$ cat src/rtl/dac_spi_frame_receiver.sv
// Oversampled receiver for the 4-channel DAC SPI link. It decodes 16-bit frames into
// channel/code pairs and keeps a shadow copy of the last code sent to each channel.
module dac_spi_frame_receiver #(
  parameter int unsigned SYNC_STAGES = 2,
  parameter int unsigned FRAME_BITS  = 16,
  parameter int unsigned TIMEOUT_CYC = 1023
) (
  input  logic        i_clk,
  input  logic        i_rst,
  input  logic        i_SClk,
  input  logic [1:0]  i_Cs,
  input  logic        i_Sdi,
  output logic        o_valid,
  output logic [1:0]  o_ch,
  output logic [7:0]  o_code,
  output logic [15:0] o_word,
  output logic [31:0] o_shadow,
  output logic        o_err,
  output logic [2:0]  o_err_code
);

  localparam int unsigned CntW = $clog2(FRAME_BITS + 2);
  localparam int unsigned TmoW = $clog2(TIMEOUT_CYC + 1);

  typedef enum logic [2:0] {
    StIdle, StShift, StCheck, StGood, StErr, StWaitIdle
  } state_e;

  state_e                  state_q, state_d;
  logic [SYNC_STAGES-1:0]  sclk_sync_q, sclk_sync_d;
  logic [SYNC_STAGES-1:0]  csa_sync_q, csa_sync_d;
  logic [SYNC_STAGES-1:0]  csb_sync_q, csb_sync_d;
  logic [SYNC_STAGES-1:0]  sdi_sync_q, sdi_sync_d;
  logic                    sclk_dly_q, sclk_dly_d;
  logic [FRAME_BITS-1:0]   shift_q, shift_d;
  logic [CntW-1:0]         cnt_q, cnt_d;
  logic [TmoW-1:0]         tmo_q, tmo_d;
  logic                    sel_q, sel_d;    // 1 = chip B (ch2/ch3)
  logic                    arm_q, arm_d;    // both CS seen high since last frame start
  logic [15:0]             word_q, word_d;
  logic [1:0]              ch_q, ch_d;
  logic [7:0]              code_q, code_d;
  logic [31:0]             shadow_q, shadow_d;
  logic [2:0]              err_code_q, err_code_d;

  logic [1:0] cs_s;
  logic       sclk_s, sdi_s, sclk_rise, cs_rise;
  logic [1:0] ch_new;

  assign sclk_s    = sclk_sync_q[SYNC_STAGES-1];
  assign sdi_s     = sdi_sync_q[SYNC_STAGES-1];
  assign cs_s      = {csa_sync_q[SYNC_STAGES-1], csb_sync_q[SYNC_STAGES-1]};
  assign sclk_rise = sclk_s & ~sclk_dly_q;
  assign cs_rise   = sel_q ? cs_s[0] : cs_s[1];
  assign ch_new    = {sel_q, ~shift_q[15]};

  always_comb begin
    sclk_sync_d = {sclk_sync_q[SYNC_STAGES-2:0], i_SClk};
    csa_sync_d  = {csa_sync_q[SYNC_STAGES-2:0], i_Cs[1]};
    csb_sync_d  = {csb_sync_q[SYNC_STAGES-2:0], i_Cs[0]};
    sdi_sync_d  = {sdi_sync_q[SYNC_STAGES-2:0], i_Sdi};
    sclk_dly_d  = sclk_s;
  end

  always_comb begin
    state_d    = state_q;
    shift_d    = shift_q;
    cnt_d      = cnt_q;
    tmo_d      = tmo_q;
    sel_d      = sel_q;
    arm_d      = arm_q;
    word_d     = word_q;
    ch_d       = ch_q;
    code_d     = code_q;
    shadow_d   = shadow_q;
    err_code_d = err_code_q;
    if (cs_s == 2'b11) arm_d = 1'b1;

    case (state_q)
      StIdle: begin
        // Unarmed after reset so a frame already in flight is never picked up halfway.
        if (arm_q && cs_s == 2'b00) begin
          state_d    = StErr;
          err_code_d = 3'd4;
        end else if (arm_q && cs_s != 2'b11) begin
          state_d = StShift;
          sel_d   = ~cs_s[0];
          arm_d   = 1'b0;
          shift_d = '0;
          cnt_d   = '0;
          tmo_d   = '0;
        end
      end
      StShift: begin
        if (cs_s == 2'b00) begin
          state_d    = StErr;
          err_code_d = 3'd4;
        end else begin
          if (sclk_rise) begin
            shift_d = {shift_q[FRAME_BITS-2:0], sdi_s};
            if (cnt_q != CntW'(FRAME_BITS + 1)) cnt_d = cnt_q + CntW'(1);
            tmo_d = '0;
          end else begin
            tmo_d = tmo_q + TmoW'(1);
          end
          if (cs_rise) begin
            state_d = StCheck;
            word_d  = shift_d;
          end else if (!sclk_rise && tmo_q == TmoW'(TIMEOUT_CYC - 1)) begin
            state_d    = StErr;
            err_code_d = 3'd5;
          end
        end
      end
      StCheck: begin
        if (cnt_q < CntW'(FRAME_BITS)) begin
          state_d    = StErr;
          err_code_d = 3'd1;
        end else if (cnt_q > CntW'(FRAME_BITS)) begin
          state_d    = StErr;
          err_code_d = 3'd2;
        end else if (shift_q[14:12] != 3'b111 || shift_q[3:0] != 4'b0011) begin
          state_d    = StErr;
          err_code_d = 3'd3;
        end else begin
          state_d                        = StGood;
          ch_d                           = ch_new;
          code_d                         = shift_q[11:4];
          shadow_d[{ch_new, 3'b000} +: 8] = shift_q[11:4];
        end
      end
      StGood:     state_d = StIdle;
      StErr:      state_d = StWaitIdle;
      StWaitIdle: if (cs_s == 2'b11) state_d = StIdle;
      default:    state_d = StIdle;
    endcase
  end

  // CS synchronizers reset low so the FSM stays unarmed until CS is genuinely seen high.
  always_ff @(posedge i_clk or posedge i_rst) begin
    if (i_rst) begin
      state_q     <= StIdle;
      sclk_sync_q <= '0;
      csa_sync_q  <= '0;
      csb_sync_q  <= '0;
      sdi_sync_q  <= '0;
      sclk_dly_q  <= 1'b0;
      shift_q     <= '0;
      cnt_q       <= '0;
      tmo_q       <= '0;
      sel_q       <= 1'b0;
      arm_q       <= 1'b0;
      word_q      <= '0;
      ch_q        <= '0;
      code_q      <= '0;
      shadow_q    <= '0;
      err_code_q  <= '0;
    end else begin
      state_q     <= state_d;
      sclk_sync_q <= sclk_sync_d;
      csa_sync_q  <= csa_sync_d;
      csb_sync_q  <= csb_sync_d;
      sdi_sync_q  <= sdi_sync_d;
      sclk_dly_q  <= sclk_dly_d;
      shift_q     <= shift_d;
      cnt_q       <= cnt_d;
      tmo_q       <= tmo_d;
      sel_q       <= sel_d;
      arm_q       <= arm_d;
      word_q      <= word_d;
      ch_q        <= ch_d;
      code_q      <= code_d;
      shadow_q    <= shadow_d;
      err_code_q  <= err_code_d;
    end
  end

  assign o_valid    = (state_q == StGood);
  assign o_err      = (state_q == StErr);
  assign o_ch       = ch_q;
  assign o_code     = code_q;
  assign o_word     = word_q;
  assign o_shadow   = shadow_q;
  assign o_err_code = err_code_q;

endmodule
$ cat config.mk
export PLATFORM = sky130hd
export DESIGN_NAME = dac_spi_frame_receiver
export DESIGN_NICKNAME = d
export VERILOG_FILES = /design/src/rtl/dac_spi_frame_receiver.sv
export SDC_FILE = /design/constraint.sdc
export NUM_CORES = 1
export LEC_CHECK = 0
export ABC_AREA = 1
export CORE_MARGIN = 5
export CORE_UTILIZATION = 29
export CTS_CLUSTER_SIZE = 30
export DETAILED_ROUTE_END_ITERATION = 8
export PLACE_DENSITY_LB_ADDON = 0.3
export SLEW_MARGIN = 20
export SYNTH_ARGS = -nofsm -noshare
export SYNTH_HDL_FRONTEND = slang
export SYNTH_SLANG_ARGS = --single-unit
export TNS_END_PERCENT = 20
$ cat constraint.sdc
create_clock -name i_clk -period 5.04 [get_ports i_clk]
set_input_delay 1.008 -clock i_clk [delete_from_list [all_inputs] [get_ports i_clk]]
set_output_delay 1.008 -clock i_clk [all_outputs]
set_load 0.03 [all_outputs]
==> impl_metrics.py <==
metrics = {
    "power": {
        "power_density_nw_per_um2": 377,
        "leakagePower_nw": 2.78,
        "peakVddDrop_uv": 213,
        "finalPower_mw": 2.36,
    },
    "drt": {
        "dr.pass1.iters": 4,
        "drc_errors": 0,
        "ant_nets": 0,
        "drtIter0Drc": 255,
        "vias_per_cell": 4.56,
        "vias": 3854,
        "wl_per_cell_um": 14.4,
        "routed_wl_um": 12200,
    },
    "floorplan": {
        "fp-row-count": 48,
        "fp.dieW_um": 143,
        "num_io_pins": 69,
        "dieArea_um2": 20400,
        "core_area_um2": 17300,
        "chipHeight_um": 143,
        "start_util": 0.296,
    },
    "global_route": {
        "overflow": 0,
        "grtUsageTotal": 0.123,
        "grt_pass1_wl_um": 20000,
        "grt_max_degree": 78,
        "grt_pass1_vias": 3830,
        "antenna_found_initial": 0,
    },
    "synth": {
        "synth_cell_types": 33,
        "netlist_area_um2": 5120,
        "ys_seq_area_frac": 0.518,
        "netlist.area_leader.share": 0.518,
        "async_reset_ff_frac": 1.00,
        "yosys_register_bits": 106,
        "synth_most_common_cell": "nand2_1",
        "syn-instance-count": 556,
        "yosys-top-cells-area": "dfrtp_1 52%, nand2_1 10%, o21ai_2 5.8%",
        "postSynthNetCount": 572,
        "yosys-top-cells-count": "142 x nand2_1, 106 x dfrtp_1, 49 x nand3_1, 42 x inv_1, 36 x o21ai_0",
        "ys.flop_type": "dfrtp_1",
        "synth_top_area_cell": "dfrtp_1",
        "yosysWarnings": 0,
        "synth.avg_cell_area_um2": 9.22,
        "synth_edf_count": 0,
    },
    "timing": {
        "slew_viol_final": 0,
        "period_needed_ns": 2.86,
        "skew_ns": 0.00927,
        "finalHoldViolations": 0,
        "fmax_mhz": 350,
        "worst_pin_slew_ns": 0.950,
        "setup_viol": 0,
        "fin_setup_tns_ns": 0,
        "rsz0062_at_grt": "false",
        "finalHoldWorstSlack_ns": 0.349,
        "period_share": 0.567,
        "relSlewSlack": 0.367,
        "fin_ws_ns": 2.18,
    },
    "cts": {
        "h-tree-depth": 3,
        "clkSinkCount": 106,
        "cts_buffers": 9,
        "cts_root_buffer": "clkbuf_16",
        "cts_resized": 0,
        "cts_buffer_depth": 2,
        "path_clk_slew_ns": 0.07,
        "clock_latency_ns": 0.36,
        "hold_buffers": 0,
        "post_cts_buffers": 0,
        "cts_tree": "done",
    },
    "placed_design": {
        "dp.cells": 830,
        "io_buffers": 68,
        "gp_congestion": 0.813,
        "dpl_cell_area_um2": 5950,
        "place_hpwl_um": 8800,
        "dp_slack_ns": 2.35,
    },
    "layout": {
        "instances_no_fill": 846,
        "antenna_cells": 0,
        "nNetsFinal": 632,
        "fin_area_um2": 6270,
        "final_util": 0.362,
        "area_delta_synth_final_pct": 22.3,
        "drive_gt1_frac": 0.137,
    },
    "worst_setup_path": {
        "cp.arrival_ns": 1.85,
        "path_cells": "inv_2 -> nand2_1 -> nor2_1 -> clkdlybuf4s50_1",
        "criticalPathCategory": "flop to primary output",
        "cp-end-kind": "primary output",
        "critPathMaxFanout": 5,
        "slowest_stage": "clkdlybuf4s50_1",
        "worstPathRequired_ns": 4.03,
        "critPathMaxStageDelay_ns": 0.71,
        "critPathLaunchType": "flop",
    },
    "flow_run": {
        "max-cap-violations": 0,
    },
    "run_status": {
        "status": "finished, final reports clean",
    },
    "worst_hold_path": {
        "hp-class": "flop to flop",
    },
}
[layer usage]
metal	track usage	vias up	share of wire
li1	-	1940	-
met1	0.160	1825	0.45
met2	0.204	79	0.48
met3	0.0368	10	0.054
met4	0.0270	0	0.0086
met5	0	-	0
[power breakdown]
part / total [mW] / internal (mW) / switching [mW]
clock: 0.748 / 0.418 / 0.330
combinational: 0.663 / 0.176 / 0.487
sequential: 0.953 / 0.903 / 0.0497
[kinds of logic (layout without fill, tap and decap cells)]
group | count (synthesis) | count (layout) | share of synthesized area
adders and majority gates | 10 | 10 | 0.0244
xor gates and xnor gates | 7 | 7 | 0.0120
muxes | 15 | 15 | 0.0388
AOI/OAI and AO/OA | 108 | 108 | 0.132
DFF | 106 | 106 | 0.518
and+or+nand+nor | 242 | 242 | 0.212
buffers and inverters | 68 | 133 | 0.0628
[sequential cells by signal, summed over array words and instances (netlist names)]
name,count
o_shadow,32
o_code,8
cnt_q,5
sclk_sync_q,2
state_q,3
csb_sync_q,2
o_word,16
o_ch,2
arm_q,1
sclk_dly_q,1
csa_sync_q,2
shift_q,16
sel_q,1
tmo_q,10
o_err_code,3
sdi_sync_q,2
[placed cells by master (no fill, tap or decap), types with 2 or more instances in the layout]
cell type,n
xnor2_1,3
nor2_1,31
inv_2,6
xor2_1,4
nor2_8,2
o21ai_2,34
ha_1,10
nand4_1,3
mux2_4,8
nand2_1,142
clkbuf_16,9
nand2_4,5
clkdlybuf4s50_1,68
nor3_1,4
inv_1,41
mux2_2,7
o21ai_1,27
clkbuf_8,2
a21oi_1,7
dfrtp_1,106
o21ai_0,36
nand3_1,49
[critical path, delay by kind of cell, from the launching register on]
family	cells	cell delay, ns
buffers and inverters	2	0.82
flip-flops	1	0.42
AND/OR/NAND/NOR	2	0.26
[path summary, 6_finish.rpt]
path,from,end,slack [ns],cells after the start
setup / recovery,state_q[1],o_err,2.18,4
hold / removal,csb_sync_q[0],csb_sync_q[1],0.35,0
setup reg to reg,state_q[1],shift_q[1],2.30,9
hold reg to reg,csb_sync_q[0],csb_sync_q[1],0.35,0
max in group asynchronous,i_rst,o_shadow[8],2.87,3
min in group asynchronous,i_rst,o_shadow[4],1.22,2
[cell type report]
cell class | instances | area (um2)
fill | 1751 | 11000
timing repair buffer | 69 | 688
clock buffer | 12 | 256
inverter | 48 | 183
tap | 225 | 282
multi-input combinational | 382 | 2150
sequential | 106 | 2650
clock inverter | 4 | 57.6
(Power assumes the default switching activity.)
